**src/rtl/ysyx_25040111_pkg.sv**
```systemverilog
// Shared ysyx_25040111 core definitions: architectural sizes and the
// writeback result bundle.
package ysyx_25040111_pkg;
  localparam int NR_REG = 16;
  localparam int AW     = 4;
  localparam int DW     = 32;
  localparam int CW     = 2;

  typedef struct packed {
    logic [AW-1:0] rd;
    logic [DW-1:0] data;
  } wb_res_t;
endpackage

```
**src/rtl/ysyx_25040111_wbu_if.sv**
```systemverilog
// Writeback unit bus: issue reservation, ALU/LSU result handshakes,
// register file write port and the per-register busy vector.
interface ysyx_25040111_wbu_if;
  import ysyx_25040111_pkg::*;

  logic              issue_valid;
  logic [AW-1:0]     issue_rd;
  logic              issue_ready;
  logic              alu_valid;
  logic              alu_ready;
  logic [AW-1:0]     alu_rd;
  logic [DW-1:0]     alu_data;
  logic              lsu_valid;
  logic              lsu_ready;
  logic [AW-1:0]     lsu_rd;
  logic [DW-1:0]     lsu_data;
  logic              rf_wen;
  logic [AW-1:0]     rf_waddr;
  logic [DW-1:0]     rf_wdata;
  logic [NR_REG-1:0] busy;

  modport master (
    output issue_valid, issue_rd, alu_valid, alu_rd, alu_data,
           lsu_valid, lsu_rd, lsu_data,
    input  issue_ready, alu_ready, lsu_ready, rf_wen, rf_waddr, rf_wdata, busy
  );

  modport slave (
    input  issue_valid, issue_rd, alu_valid, alu_rd, alu_data,
           lsu_valid, lsu_rd, lsu_data,
    output issue_ready, alu_ready, lsu_ready, rf_wen, rf_waddr, rf_wdata, busy
  );
endinterface

```
**src/rtl/ysyx_25040111_wbu_sb.sv**
```systemverilog
// Pending-write scoreboard: one saturating counter per register, bumped on
// issue and released on commit. Register 0 is never tracked.
module ysyx_25040111_wbu_sb
  import ysyx_25040111_pkg::*;
(
  input  logic              clock,
  input  logic              reset,
  input  logic              inc_valid,
  input  logic [AW-1:0]     inc_addr,
  input  logic              dec_valid,
  input  logic [AW-1:0]     dec_addr,
  output logic [NR_REG-1:0] busy,
  output logic              inc_sat
);
  localparam logic [CW-1:0] CNT_MAX = '1;

  logic [CW-1:0] cnt_q [NR_REG];
  logic [CW-1:0] cnt_d [NR_REG];

  always_comb begin
    for (int i = 0; i < NR_REG; i++) begin
      logic inc_i;
      logic dec_i;
      inc_i    = inc_valid && (inc_addr == AW'(i)) && (i != 0);
      dec_i    = dec_valid && (dec_addr == AW'(i)) && (i != 0);
      cnt_d[i] = cnt_q[i];
      if (inc_i && !dec_i && cnt_q[i] != CNT_MAX)
        cnt_d[i] = cnt_q[i] + CW'(1);
      // A commit with nothing pending is a producer error; clamp at zero.
      else if (dec_i && !inc_i && cnt_q[i] != '0)
        cnt_d[i] = cnt_q[i] - CW'(1);
    end
  end

  // The last outstanding write reads as not busy during its commit cycle,
  // since the register file forwards the write data.
  always_comb begin
    busy = '0;
    for (int i = 1; i < NR_REG; i++)
      busy[i] = (cnt_q[i] != '0) &&
                !(dec_valid && dec_addr == AW'(i) && cnt_q[i] == CW'(1));
  end

  assign inc_sat = (inc_addr != '0) && (cnt_q[inc_addr] == CNT_MAX) &&
                   !(dec_valid && dec_addr == inc_addr);

  always_ff @(posedge clock or negedge reset) begin
    if (!reset) begin
      for (int i = 0; i < NR_REG; i++) cnt_q[i] <= '0;
    end else begin
      for (int i = 0; i < NR_REG; i++) cnt_q[i] <= cnt_d[i];
    end
  end
endmodule

```
**src/rtl/ysyx_25040111_wbu.sv**
```systemverilog
// Writeback unit: fixed-priority LSU-over-ALU arbitration into a single
// registered register-file write port, plus the RAW pending scoreboard.
module ysyx_25040111_wbu
  import ysyx_25040111_pkg::*;
(
  input  logic                 clock,
  input  logic                 reset,
  ysyx_25040111_wbu_if.slave   bus
);
  wb_res_t res_q, res_d;
  logic    rf_wen_q, rf_wen_d;
  logic    issue_sat;

  assign bus.lsu_ready   = 1'b1;
  assign bus.alu_ready   = !bus.lsu_valid;
  assign bus.issue_ready = !issue_sat;

  always_comb begin
    res_d    = res_q;
    rf_wen_d = 1'b0;
    if (bus.lsu_valid) begin
      res_d    = '{rd: bus.lsu_rd, data: bus.lsu_data};
      rf_wen_d = (bus.lsu_rd != '0);
    end else if (bus.alu_valid) begin
      res_d    = '{rd: bus.alu_rd, data: bus.alu_data};
      rf_wen_d = (bus.alu_rd != '0);
    end
  end

  always_ff @(posedge clock or negedge reset) begin
    if (!reset) begin
      res_q    <= '0;
      rf_wen_q <= 1'b0;
    end else begin
      res_q    <= res_d;
      rf_wen_q <= rf_wen_d;
    end
  end

  assign bus.rf_wen   = rf_wen_q;
  assign bus.rf_waddr = res_q.rd;
  assign bus.rf_wdata = res_q.data;

  ysyx_25040111_wbu_sb u_sb (
    .clock     (clock),
    .reset     (reset),
    .inc_valid (bus.issue_valid && !issue_sat),
    .inc_addr  (bus.issue_rd),
    .dec_valid (rf_wen_q),
    .dec_addr  (res_q.rd),
    .busy      (bus.busy),
    .inc_sat   (issue_sat)
  );
endmodule

```
**src/flat_wrapper.sv**
```systemverilog
// flat-port wrapper written by rule: the top's interface ports become plain ports
module ysyx_25040111_wbu_flat import ysyx_25040111_pkg::*;
  (clock, reset, bus_issue_valid, bus_issue_rd, bus_alu_valid, bus_alu_rd, bus_alu_data, bus_lsu_valid, bus_lsu_rd, bus_lsu_data, bus_issue_ready, bus_alu_ready, bus_lsu_ready, bus_rf_wen, bus_rf_waddr, bus_rf_wdata, bus_busy);
  ysyx_25040111_wbu_if bus_i ();
  input  logic clock;
  input  logic reset;
  input wire logic [$bits(bus_i.issue_valid)-1:0] bus_issue_valid;
  input wire logic [$bits(bus_i.issue_rd)-1:0] bus_issue_rd;
  input wire logic [$bits(bus_i.alu_valid)-1:0] bus_alu_valid;
  input wire logic [$bits(bus_i.alu_rd)-1:0] bus_alu_rd;
  input wire logic [$bits(bus_i.alu_data)-1:0] bus_alu_data;
  input wire logic [$bits(bus_i.lsu_valid)-1:0] bus_lsu_valid;
  input wire logic [$bits(bus_i.lsu_rd)-1:0] bus_lsu_rd;
  input wire logic [$bits(bus_i.lsu_data)-1:0] bus_lsu_data;
  output wire logic [$bits(bus_i.issue_ready)-1:0] bus_issue_ready;
  output wire logic [$bits(bus_i.alu_ready)-1:0] bus_alu_ready;
  output wire logic [$bits(bus_i.lsu_ready)-1:0] bus_lsu_ready;
  output wire logic [$bits(bus_i.rf_wen)-1:0] bus_rf_wen;
  output wire logic [$bits(bus_i.rf_waddr)-1:0] bus_rf_waddr;
  output wire logic [$bits(bus_i.rf_wdata)-1:0] bus_rf_wdata;
  output wire logic [$bits(bus_i.busy)-1:0] bus_busy;
  assign bus_i.issue_valid = bus_issue_valid;
  assign bus_i.issue_rd = bus_issue_rd;
  assign bus_i.alu_valid = bus_alu_valid;
  assign bus_i.alu_rd = bus_alu_rd;
  assign bus_i.alu_data = bus_alu_data;
  assign bus_i.lsu_valid = bus_lsu_valid;
  assign bus_i.lsu_rd = bus_lsu_rd;
  assign bus_i.lsu_data = bus_lsu_data;
  assign bus_issue_ready = bus_i.issue_ready;
  assign bus_alu_ready = bus_i.alu_ready;
  assign bus_lsu_ready = bus_i.lsu_ready;
  assign bus_rf_wen = bus_i.rf_wen;
  assign bus_rf_waddr = bus_i.rf_waddr;
  assign bus_rf_wdata = bus_i.rf_wdata;
  assign bus_busy = bus_i.busy;
  ysyx_25040111_wbu u_core (.clock(clock), .reset(reset), .bus(bus_i));
endmodule
```
**config.mk**
```make
export PLATFORM = sky130hd
export DESIGN_NAME = ysyx_25040111_wbu_flat
export DESIGN_NICKNAME = d
export VERILOG_FILES = /design/src/rtl/ysyx_25040111_pkg.sv /design/src/rtl/ysyx_25040111_wbu_if.sv /design/src/rtl/ysyx_25040111_wbu_sb.sv /design/src/rtl/ysyx_25040111_wbu.sv /design/src/flat_wrapper.sv
export SDC_FILE = /design/constraint.sdc
export NUM_CORES = 1
export LEC_CHECK = 0
export BUFFER_PORTS_ARGS = -buffer_cell sky130_fd_sc_hd__buf_2
export CORE_UTILIZATION = 41
export CTS_CLUSTER_SIZE = 14
export DETAILED_ROUTE_END_ITERATION = 6
export GPL_TIMING_DRIVEN = 0
export PLACE_DENSITY = 0.69
export SLEW_MARGIN = 20
export SYNTH_ARGS = -nofsm -noshare
export SYNTH_HDL_FRONTEND = slang
export SYNTH_SLANG_ARGS = --single-unit
export TNS_END_PERCENT = 50
```
**constraint.sdc**
```tcl
create_clock -name clock -period 2.1 [get_ports clock]
set_input_delay 0.21 -clock clock [delete_from_list [all_inputs] [get_ports clock]]
set_output_delay 0.21 -clock clock [all_outputs]
set_load 0.1 [all_outputs]
```
==> impl_results.md, run 1 <==
- Crit Path Class: flip-flop to output port
- Post-synth EDFFs: 0
- Main combinational cell family by area after synthesis: compound AO/OA/AOI/OAI gates
- Synth-to-Final Area Change: 41.0%
- Skew final: 0.00465 ns
- Syn Inst Count: 577
- Worst path cell trace: mux4_2 -> or2_4 -> a41oi_4 -> nor4_4 -> bufinv_8 -> buf_12
- Library cells used by synthesis: 58
- Xor-xnor portion of the synthesized cell area: 3.29%
- Clock root buffer: clkbuf_16
- Hold path startpoint: bus_lsu_data[20]
- Slew Limit Fails: 0
- Final hold viol count: 0
- Pre-CTS setup slack: -0.489 ns
- CTS buffer count: 9
- Max-Cap Viols: 0
- Leak: 3.21 nW
- Ant diodes: 0
- Vias per Instance: 5.59
- Setup crit start kind: flip-flop
- Relative slew slack: 51.7%
- Tmin final: 2.41 ns
- R2R Path End: u_core.u_sb.cnt_q[15]
- CTS Sinks: 67
- Initial antenna violation count: 0
- GRT Overall Usage: 24.0%
- Clock-pin slew on the worst setup and hold paths: 0.06 ns
- Reg2Reg Depth: 9
- Crit path largest cell delay: 0.46 ns
- Status: finished with violations
- Iter 0 DRT Violations: 276
- Mapped Area: 5060 µm²
- Main synth FF type: dfrtp_1
- Hold slack: 0.0703 ns
- Setup slack after layout: -0.315 ns
- DR pass1 iterations: 5
- Simple-gate area share of the yosys netlist: 17.1%
- CTS tree: built
- IO Port Bufs: 128
- Fin crit share: 115%
- R2R Setup Slk: -0.29 ns
- Warnings from Yosys: 0
- Crit Path Max Fanout: 5
- GPL Wtd Cong: 0.917
- Vias in the first global route: 4971
- Initial Util: 42.1%
- Commonest non-fill, non-tap cell in the layout: buf_2
- Core ar.: 12000 µm²
- Worst EP arrival: 2.20 ns
- Crit-path slowest cell: mux4_2
- CP Buf/Inv Count: 2
- Vias: 4961
- Full die area: 12800 µm²
- Failing checks: setup timing
- Hold/Removal Path Class: input pin to flip-flop
- Max Clock Freq: 414 MHz
- Ys async rst share: 100%
- Fraction of layout cells with a size suffix above 1: 37.1%
- Hold depth: 3
- R2R Path Start: u_core.u_sb.cnt_q[21]
- Drt total wl: 15000 µm
- Overall power: 9.01 mW
- Post-synthesis mux area share: 11.1%
- Compound-Gate Fraction of Synth Area: 18.3%
- Clk_lat worst skew: 0.34 ns
- Synthesized flop and latch total: 67
- DR WL/cell: 16.9 µm
- Gr ovfl total: 0
- Post-DP HPWL: 11200 µm
- Max Root-Sink Buffers: 2
- Adder-Cell Fraction of Synth Area: 11.1%
- Detail Route Antenna Nets: 0
- Top Ports: 137
- CTS H-Tree Depth: 3
- Mapped Avg Cell Area: 8.76 µm²
- Slew at the pin with the worst max-slew slack: 0.724 ns
- Part of the Yosys area used for sequential elements: 33.2%
- Die height: 113 µm
- RSZ-0062 raised after global routing: yes
- Largest delay contributor family on the critical path: multiplexers
- Hold Path End: u_core.bus.rf_wdata[20]
- Power per cell area: 1260 nW/µm²
- Post-route DRC: 0
- Critical Path RT: 1.89 ns
- Die width: 113 µm
- First-pass GRT wire length: 24300 µm
- Most frequent cells in the layout: 117 x buf_2, 64 x nand2_1, 58 x dfrtp_1
- Synthesized Nets: 703
- Worst vdd ir: 558 µV
- Setup Viol. Count Final: 28
- Largest net degree at the start of global routing: 45
- Nets@finish: 862
- Row Count: 40
- Worst Setup End Kind: output port
cell type report:
cell class                 instances  area [µm²]
clock buffer                       9         225
tap                              147         184
multi-input combinational        442        3650
inverter                          38         156
fill                            1029        4880
buffer                            29         185
clock inverter                     7         100
sequential                        67        1700
timing repair buffer             149         927
routing by layer:
layer  GRT usage, %  vias to the layer above  wire length [µm]
li1               -                     2361                 -
met1           30.0                     2362              6350
met2           40.5                      205              7340
met3           4.45                       33               952
met4           10.7                        0               378
met5              0                        -                 0
cells in the mapped netlist, types with 3 or more instances:
library cell / count / share of area (%)
mux2i_1: 48 / 9.5
o31ai_1: 8 / 1.2
nand4_1: 4 / 0.49
buf_2: 6 / 0.59
clkbuf_1: 16 / 1.2
o41a_1: 4 / 0.89
dfrtp_1: 67 / 33
o211ai_1: 11 / 1.6
o2111ai_1: 3 / 0.52
a21o_1: 3 / 0.45
buf_4: 4 / 0.59
and3_1: 3 / 0.37
a2bb2oi_1: 3 / 0.52
a31o_1: 3 / 0.52
a221oi_1: 3 / 0.52
xnor2_1: 16 / 2.8
ha_1: 45 / 11
xor2_1: 3 / 0.52
nand2_1: 68 / 5.0
nor4_1: 5 / 0.62
nand2b_1: 4 / 0.49
o21bai_1: 5 / 0.74
a32oi_1: 4 / 0.69
o21ai_0: 48 / 4.8
nor3_1: 21 / 2.1
nor2_1: 47 / 3.5
nand3_1: 16 / 1.6
a21oi_1: 24 / 2.4
nor2b_1: 4 / 0.49
inv_1: 37 / 2.7
or2_2: 3 / 0.37
mux2_2: 3 / 0.67
stage by stage:
step / setup TNS [ns] / std cells / utilization (%) / cell area, µm²
detailed placement: -8.26 / 853 / 51.2 / 6160
global route: -6.82 / 888 / 59.3 / 7130
floorplan: -2.59 / 577 / - / 5300
CTS: -5.39 / 880 / 56.8 / 6830
finish: -4.46 / 888 / 59.3 / 7130
global placement: -6.82 / 852 / 51.0 / 6130
state kept, by name (all words and copies together) (netlist names):
signal and flops:
u_core.bus.rf_waddr 4, u_core.bus.rf_wen 1, u_core.bus.rf_wdata 32, u_core.u_sb.cnt_q 30
logic make-up after synthesis:
family,count (synthesis)
AND/OR/NAND/NOR,186
AO/OA/AOI/OAI,137
buffers and inverters,68
flip-flops,67
multiplexers,53
adder cells (fa/ha/maj),45
XOR/XNOR,19
other,2
worst max-delay path by stage:
stage                            end  cells past startpoint                   start
2_1_floorplan  u_core.u_sb.cnt_q[29]                      8  u_core.bus.rf_waddr[1]
3_5_place_dp   u_core.u_sb.cnt_q[13]                      8   u_core.u_sb.cnt_q[28]
4_1_cts              bus_issue_ready                      6    u_core.u_sb.cnt_q[8]
5_1_grt              bus_issue_ready                      6   u_core.u_sb.cnt_q[21]
3_3_place_gp   u_core.u_sb.cnt_q[13]                      8   u_core.u_sb.cnt_q[28]
6_report             bus_issue_ready                      6   u_core.u_sb.cnt_q[21]
report_power, final:
part / switching [mW] / total (mW) / internal [mW]
Sequential: 0.401 / 2.03 / 1.63
Clock: 0.628 / 1.68 / 1.05
Combinational: 3.52 / 5.30 / 1.78
Total: 4.55 / 9.01 / 4.46
what timing repair did:
| action | 4_1_cts | 5_1_grt |
|---|---|---|
| gates cloned | 0 | 1 |
| pin swaps | 8 | 39 |
| hold endpoints to repair | 23 | 0 |
| gates resized for setup | 69 | 49 |
| setup buffers | 11 | 7 |
| endpoints found under the setup margin | 45 | 44 |
| hold buffers | 1 | 0 |
tightest hold or removal path: stages:
cell and delay (ns):
buf_2 0.08, nand2_1 0.04, o21ai_0 0.05
Power figures use the tool's default switching activity.
==> run 2, diff against run 1 <==
--- a/config.mk
+++ b/config.mk
@@ -10,6 +10,7 @@
 export CTS_CLUSTER_SIZE = 14
 export DETAILED_ROUTE_END_ITERATION = 6
 export GPL_TIMING_DRIVEN = 0
+export MAX_ROUTING_LAYER = met4
 export PLACE_DENSITY = 0.69
 export SLEW_MARGIN = 20
 export SYNTH_ARGS = -nofsm -noshare
==> run 2 against run 1 <==
Net effect: the flow still finishes with violations (setup timing); largest power group unchanged; die area did not move; register-to-register slack gained 0.05 ns; critical endpoint unchanged; critical path type unchanged; critical path depth did not move; clock-buffer cell count unchanged; routed wire length up 5.6%; clock power down 4%; sequential share of layout area fell by 0.27 points; sequential power is essentially flat; cell count unchanged.
==> impl_results.md, run 2 (same netlist as run 1, synthesis figures left out) <==
- Clock-pin slew on the worst setup and hold paths: 0.07 ns (was 0.06 ns)
- Crit path largest cell delay: 0.46 ns (about the same)
- Power per cell area: 1260 nW/µm² (about the same)
- CTS Sinks: 67 (unchanged)
- Status: finished with violations (unchanged)
- Largest register FFs: 32 (unchanged)
- Post-Route Utilization: 60.1% (was 59.3%)
- Drt total wl: 15900 µm (was 15000 µm)
- Detail Route Antenna Nets: 0 (unchanged)
- Largest net degree at the start of global routing: 46 (was 45)
- Crit Path Max Fanout: 3 (was 5)
- DR WL/cell: 17.9 µm (was 16.9 µm)
- CTS buffer count: 9 (unchanged)
- Crit-path slowest cell: mux4_2 (unchanged)
- Vias: 5049 (was 4961)
- Final hold viol count: 0 (unchanged)
- Tmin final: 2.35 ns (was 2.41 ns)
- Pre-CTS setup slack: -0.450 ns (was -0.489 ns)
- Nets@finish: 862 (unchanged)
- Worst vdd ir: 649 µV (was 558 µV)
- Ant diodes: 0 (unchanged)
- Crit Path Class: flip-flop to output port (unchanged)
- Initial antenna violation count: 0 (unchanged)
- Setup slack after layout: -0.254 ns (was -0.315 ns)
- Max Clock Freq: 425 MHz (was 414 MHz)
- Post-DP HPWL: 11300 µm (was 11200 µm)
- Placed instance count: 853 (unchanged)
- Fin crit share: 112% (was 115%)
- Skew final: 0.0101 ns (was 0.00465 ns)
- Synth-to-Final Area Change: 42.8% (was 41.0%)
- Fraction of layout cells with a size suffix above 1: 38.5% (was 37.1%)
- Full die area: 12800 µm² (unchanged)
- Hold/Removal Path Class: input pin to flip-flop (unchanged)
- Die width: 113 µm (unchanged)
- Iter 0 DRT Violations: 267 (was 276)
- Most frequent cells in the layout: 117 x buf_2, 65 x nand2_1, 56 x dfrtp_1 (was 117 x buf_2, 64 x nand2_1, 58 x dfrtp_1)
- IO Port Bufs: 128 (unchanged)
- CTS tree: built (unchanged)
- Row Count: 40 (unchanged)
- Vias in the first global route: 5033 (was 4971)
- Die height: 113 µm (unchanged)
- Critical Path RT: 1.89 ns (about the same)
- Worst EP arrival: 2.14 ns (was 2.20 ns)
- Top Ports: 137 (unchanged)
- Setup crit start kind: flip-flop (unchanged)
- DR pass1 iterations: 6 (was 5)
- CTS H-Tree Depth: 3 (unchanged)
- First-pass GRT wire length: 25200 µm (was 24300 µm)
- Commonest non-fill, non-tap cell in the layout: buf_2 (unchanged)
- Clk_lat worst skew: 0.35 ns (was 0.34 ns)
- Worst path cell trace: mux4_2 -> or2_4 -> a41oi_4 -> nor4_4 -> bufinv_8 -> buf_12 (unchanged)
- Final TNS setup: -3.89 ns (was -4.46 ns)
- Core ar.: 12000 µm² (unchanged)
- Max Root-Sink Buffers: 2 (unchanged)
- Worst Setup End Kind: output port (unchanged)
- Initial Util: 42.1% (unchanged)
- Post-route DRC: 0 (unchanged)
- Reg2Reg Depth: 9 (unchanged)
- Slew Limit Fails: 0 (unchanged)
- Gr ovfl total: 0 (unchanged)
- Relative slew slack: 52.2% (was 51.7%)
- Final std cells w/o fill: 888 (unchanged)
- Vias per Instance: 5.69 (was 5.59)
- GRT Overall Usage: 26.0% (was 24.0%)
- RSZ-0062 raised after global routing: yes (unchanged)
- GPL Wtd Cong: 0.928 (was 0.917)
- Leak: 3.21 nW (about the same)
- Setup Viol. Count Final: 27 (was 28)
- Layout fillers: 977 (was 1029)
- Clock root buffer: clkbuf_16 (unchanged)
- Slew at the pin with the worst max-slew slack: 0.718 ns (was 0.724 ns)
- Max-Cap Viols: 0 (unchanged)
- Hold depth: 3 (unchanged)
- Failing checks: setup timing (unchanged)
-- run 2: changes by cell type in the layout (fill, tap and decap cells not counted), moves of 2 or more --
cell | previous run | this run
buf_6 | 8 | 10
dfrtp_1 | 58 | 56
dfrtp_2 | 6 | 8
nand3_2 | 1 | 3
nor3_1 | 13 | 11
o2111ai_4 | 0 | 2
o21ai_0 | 43 | 40
o21ai_1 | 2 | 6
o21ai_2 | 3 | 1
o21bai_2 | 2 | 0
o21bai_4 | 0 | 2
-- run 2: final timing paths --
| path | from | end | slack, ns |
|---|---|---|---|
| min in group asynchronous | reset | u_core.u_sb.cnt_q[24] | 0.31 |
| min reg2reg | u_core.u_sb.cnt_q[2] | u_core.u_sb.cnt_q[2] | 0.53 |
| max | u_core.u_sb.cnt_q[8] | bus_issue_ready | -0.25 |
| max reg2reg | u_core.u_sb.cnt_q[8] | u_core.u_sb.cnt_q[29] | -0.24 |
| max in group asynchronous | reset | u_core.bus.rf_waddr[1] | 1.22 |
| min | bus_lsu_data[16] | u_core.bus.rf_wdata[16] | 0.06 |
-- run 2: metrics by stage --
step           total power [mW]  hold WS, ns  cell area (µm²)
3_3_place_gp               6.44        0.417             6130
2_1_floorplan              5.75      -0.0856             5300
6_report                   9.08       0.0627             7220
5_1_grt                    9.52       0.0679             7220
3_5_place_dp               6.62        0.142             6160
4_1_cts                    8.72       0.0509             6890
-- run 2: metal layers --
metal  GRT usage, %  wire length (µm)  part of all wire, %  vias to the layer above
met3           5.89               940                  5.9                       25
met5              -                 0                    0                        -
li1               -                 -                    -                     2361
met4           8.86               334                  2.1                        0
met2           43.0              7840                   49                      221
met1           31.3              6740                   43                     2442
-- run 2: final cells by class --
cell class,instances,area [µm²],share of cell area [%]
multi-input combinational,442,3770,52.2
buffer,28,174,2.41
sequential,67,1700,23.5
clock buffer,9,225,3.12
inverter,38,156,2.17
tap,147,184,2.55
timing repair buffer,150,932,12.9
clock inverter,7,83.8,1.16
-- run 2: timing repair --
item,4_1_cts,5_1_grt
hold buffers,1,0
setup buffers,10,9
hold endpoints to repair,22,0
gates resized for setup,84,56
pin swaps,20,28
cloned,0,1
setup endpoints to repair,45,45
-- run 2: worst max-delay path, delay by kind of cell, from the launching register on --
kind                   cells  cell delay, ns
and+or+nand+nor            2            0.34
muxes                      1            0.46
buffers and inverters      2            0.36
AOI/OAI and AO/OA          1            0.21
DFF                        1            0.42
-- run 2: where the power goes --
part / total [mW] / switching (mW) / internal (mW)
Clock: 1.61 / 0.671 / 0.941
Sequential: 2.06 / 0.422 / 1.64
Combinational: 5.41 / 3.60 / 1.81
Total: 9.08 / 4.69 / 4.39
==> run 3, diff against run 2 <==
--- a/config.mk
+++ b/config.mk
@@ -12,6 +12,7 @@
 export GPL_TIMING_DRIVEN = 0
 export MAX_ROUTING_LAYER = met4
 export PLACE_DENSITY = 0.69
+export SKIP_LAST_GASP = 1
 export SLEW_MARGIN = 20
 export SYNTH_ARGS = -nofsm -noshare
 export SYNTH_HDL_FRONTEND = slang
==> run 3 against run 2 <==
Net effect: the flow still finishes with violations (setup timing); design area down 0.50%; clock skew down 0.00051 ns; sequential power about the same; routed wire length up 0.42%; worst setup slack worse by 0.0013 ns; clock-buffer cell count unchanged; highest routed layer unchanged; sequential share of layout area up 0.14 points; critical path type unchanged; global-route usage down 0.066 points; critical endpoint unchanged; clock power about the same.
==> impl_results.md, run 3 (same netlist as run 1, synthesis figures left out) <==
- Drt total wl: 15900 µm (about the same)
- Core ar.: 12000 µm² (unchanged)
- Crit path largest cell delay: 0.46 ns (about the same)
- Final hold viol count: 0 (unchanged)
- CTS H-Tree Depth: 3 (unchanged)
- Full die area: 12800 µm² (unchanged)
- R2R Path Start: u_core.u_sb.cnt_q[10] (was u_core.u_sb.cnt_q[8])
- Post-route DRC: 0 (unchanged)
- Pint: 4.34 mW (was 4.39 mW)
- Final std cells w/o fill: 890 (was 888)
- Setup Viol. Count Final: 38 (was 27)
- Ant diodes: 0 (unchanged)
- Fin crit share: 112% (about the same)
- Fraction of layout cells with a size suffix above 1: 37.6% (was 38.5%)
- Worst EP arrival: 2.15 ns (was 2.14 ns)
- Worst Setup End Kind: output port (unchanged)
- Most frequent cells in the layout: 123 x buf_2, 65 x nand2_1, 55 x dfrtp_1 (was 117 x buf_2, 65 x nand2_1, 56 x dfrtp_1)
- Status: finished with violations (unchanged)
- Iter 0 DRT Violations: 330 (was 267)
- RSZ-0062 raised after global routing: yes (unchanged)
- Clock root buffer: clkbuf_16 (unchanged)
- Critical Path RT: 1.89 ns (about the same)
- Clock-pin slew on the worst setup and hold paths: 0.07 ns (about the same)
- Crit Path Class: flip-flop to output port (unchanged)
- Initial antenna violation count: 0 (unchanged)
- Die width: 113 µm (unchanged)
- Clk_lat worst skew: 0.35 ns (about the same)
- Setup slack after layout: -0.255 ns (was -0.254 ns)
- Max Root-Sink Buffers: 2 (unchanged)
- CTS buffer count: 9 (unchanged)
- DR WL/cell: 17.9 µm (about the same)
- Post-route cell area: 7190 µm² (was 7220 µm²)
- Skew final: 0.00957 ns (was 0.0101 ns)
- Nets@finish: 864 (was 862)
- Crit. Startpoint: u_core.u_sb.cnt_q[10] (was u_core.u_sb.cnt_q[8])
- Failing checks: setup timing (unchanged)
- Die height: 113 µm (unchanged)
- Largest register FFs: 32 (unchanged)
- CTS tree: built (unchanged)
- Slew at the pin with the worst max-slew slack: 0.710 ns (was 0.718 ns)
- Crit Path Max Fanout: 3 (unchanged)
- GRT Overall Usage: 26.0% (about the same)
- First-pass GRT wire length: 25100 µm (was 25200 µm)
- Top Ports: 137 (unchanged)
- Switching Fraction: 51.9% (was 51.7%)
- DR pass1 iterations: 5 (was 6)
- Commonest non-fill, non-tap cell in the layout: buf_2 (unchanged)
- Row Count: 40 (unchanged)
- Setup crit start kind: flip-flop (unchanged)
- Post-DP HPWL: 11300 µm (unchanged)
- Vias in the first global route: 5027 (was 5033)
- Slew Limit Fails: 0 (unchanged)
- Layout fillers: 1001 (was 977)
- Hold/Removal Path Class: input pin to flip-flop (unchanged)
- Worst path cell trace: mux4_2 -> or2_4 -> a41oi_4 -> nor4_4 -> bufinv_8 -> buf_12 (unchanged)
- Relative slew slack: 52.6% (was 52.2%)
- Tmin final: 2.36 ns (was 2.35 ns)
- Placed instance count: 853 (unchanged)
- Clock share of power: 17.9% (was 17.7%)
- Leak: 3.21 nW (about the same)
- Hold path startpoint: bus_lsu_data[16] (unchanged)
- GPL Wtd Cong: 0.928 (unchanged)
- Combinational Power Share: 59.4% (was 59.6%)
- Largest net degree at the start of global routing: 46 (unchanged)
- Gr ovfl total: 0 (unchanged)
- Largest delay contributor family on the critical path: multiplexers (unchanged)
- Vias: 5083 (was 5049)
- Vias per Instance: 5.71 (was 5.69)
- Cell Area, Placed: 6160 µm² (unchanged)
- Sequential Power Share: 22.7% (about the same)
- CP Buf/Inv Count: 2 (unchanged)
- Max-Cap Viols: 0 (unchanged)
- Post-Route Utilization: 59.8% (was 60.1%)
- Initial Util: 42.1% (unchanged)
- Detail Route Antenna Nets: 0 (unchanged)
- Power per cell area: 1260 nW/µm² (about the same)
- Synth-to-Final Area Change: 42.1% (was 42.8%)
- IO Port Bufs: 128 (unchanged)
- CTS Sinks: 67 (unchanged)
- Psw: 4.68 mW (was 4.69 mW)
- Max Clock Freq: 425 MHz (about the same)
- Worst vdd ir: 651 µV (was 649 µV)
- Crit-path slowest cell: mux4_2 (unchanged)
-- run 3: cell count changes in the layout (fill, tap and decap cells not counted), moves of 3 or more --
cell     previous run  this run
buf_2             117       123
nor2_1             37        41
nor2_2              5         1
o21ai_0            40        44
o21ai_1             6         2
buf_6              10         7
nor3_2              6         3
-- run 3: layout make-up --
class | instances | area, µm² | share of cell area [%]
Clock buffer | 9 | 225 | 3.13
Inverter | 38 | 156 | 2.18
Multi-Input combinational cell | 442 | 3740 | 52.1
Timing Repair Buffer | 151 | 913 | 12.7
Clock inverter | 7 | 83.8 | 1.17
Buffer | 29 | 183 | 2.54
Tap cell | 147 | 184 | 2.56
Sequential cell | 67 | 1700 | 23.6
-- run 3: final timing paths --
check                                          end  slack [ns]  cells past startpoint
hold reg to reg              u_core.u_sb.cnt_q[16]        0.53                      1
max in group asynchronous   u_core.bus.rf_waddr[1]        1.22                      3
hold / removal             u_core.bus.rf_wdata[16]        0.06                      3
setup reg to reg             u_core.u_sb.cnt_q[29]       -0.24                      9
setup / recovery                   bus_issue_ready       -0.26                      6
min in group asynchronous    u_core.u_sb.cnt_q[24]        0.31                      2
-- run 3: power groups by stage --
| stage | logic [mW] | registers, mW | clock network (mW) |
|---|---|---|---|
| after floorplan | 3.32 | 2.43 | 0 |
| after global placement | 4.40 | 2.04 | 0 |
| after detailed placement | 4.55 | 2.07 | 0 |
| after CTS | 4.93 | 2.04 | 1.65 |
| after global routing | 5.68 | 2.08 | 1.70 |
| final | 5.36 | 2.05 | 1.61 |
-- run 3: worst min-delay path, stage by stage --
cell and delay, ns:
buf_2 0.07, nand2_1 0.04, o21ai_0 0.05
-- run 3: through the flow --
step | hold WS (ns) | setup WS [ns] | TNS (ns) | total power, mW
6_report | 0.0602 | -0.255 | -5.08 | 9.02
3_5_place_dp | 0.142 | -0.450 | -8.18 | 6.62
4_1_cts | 0.0509 | -0.342 | -7.69 | 8.62
2_1_floorplan | -0.0856 | -0.213 | -2.59 | 5.75
5_1_grt | 0.0680 | -0.314 | -7.92 | 9.46
3_3_place_gp | 0.417 | -0.406 | -6.95 | 6.44
-- run 3: what timing repair did --
action | CTS | global route
pin swaps | 14 | 22
setup endpoints to repair | 45 | 46
hold buffers | 1 | 0
cloned | 0 | 1
resized for setup | 60 | 55
hold endpoints to repair | 22 | 0
buffers inserted | 10 | 10
-- run 3: metal layers --
layer	global-route usage, %	vias to the layer above	part of all wire, %
li1	-	2359	-
met1	30.9	2414	41
met2	43.4	271	49
met3	6.05	39	7.3
met4	8.42	0	2.2
met5	-	-	0
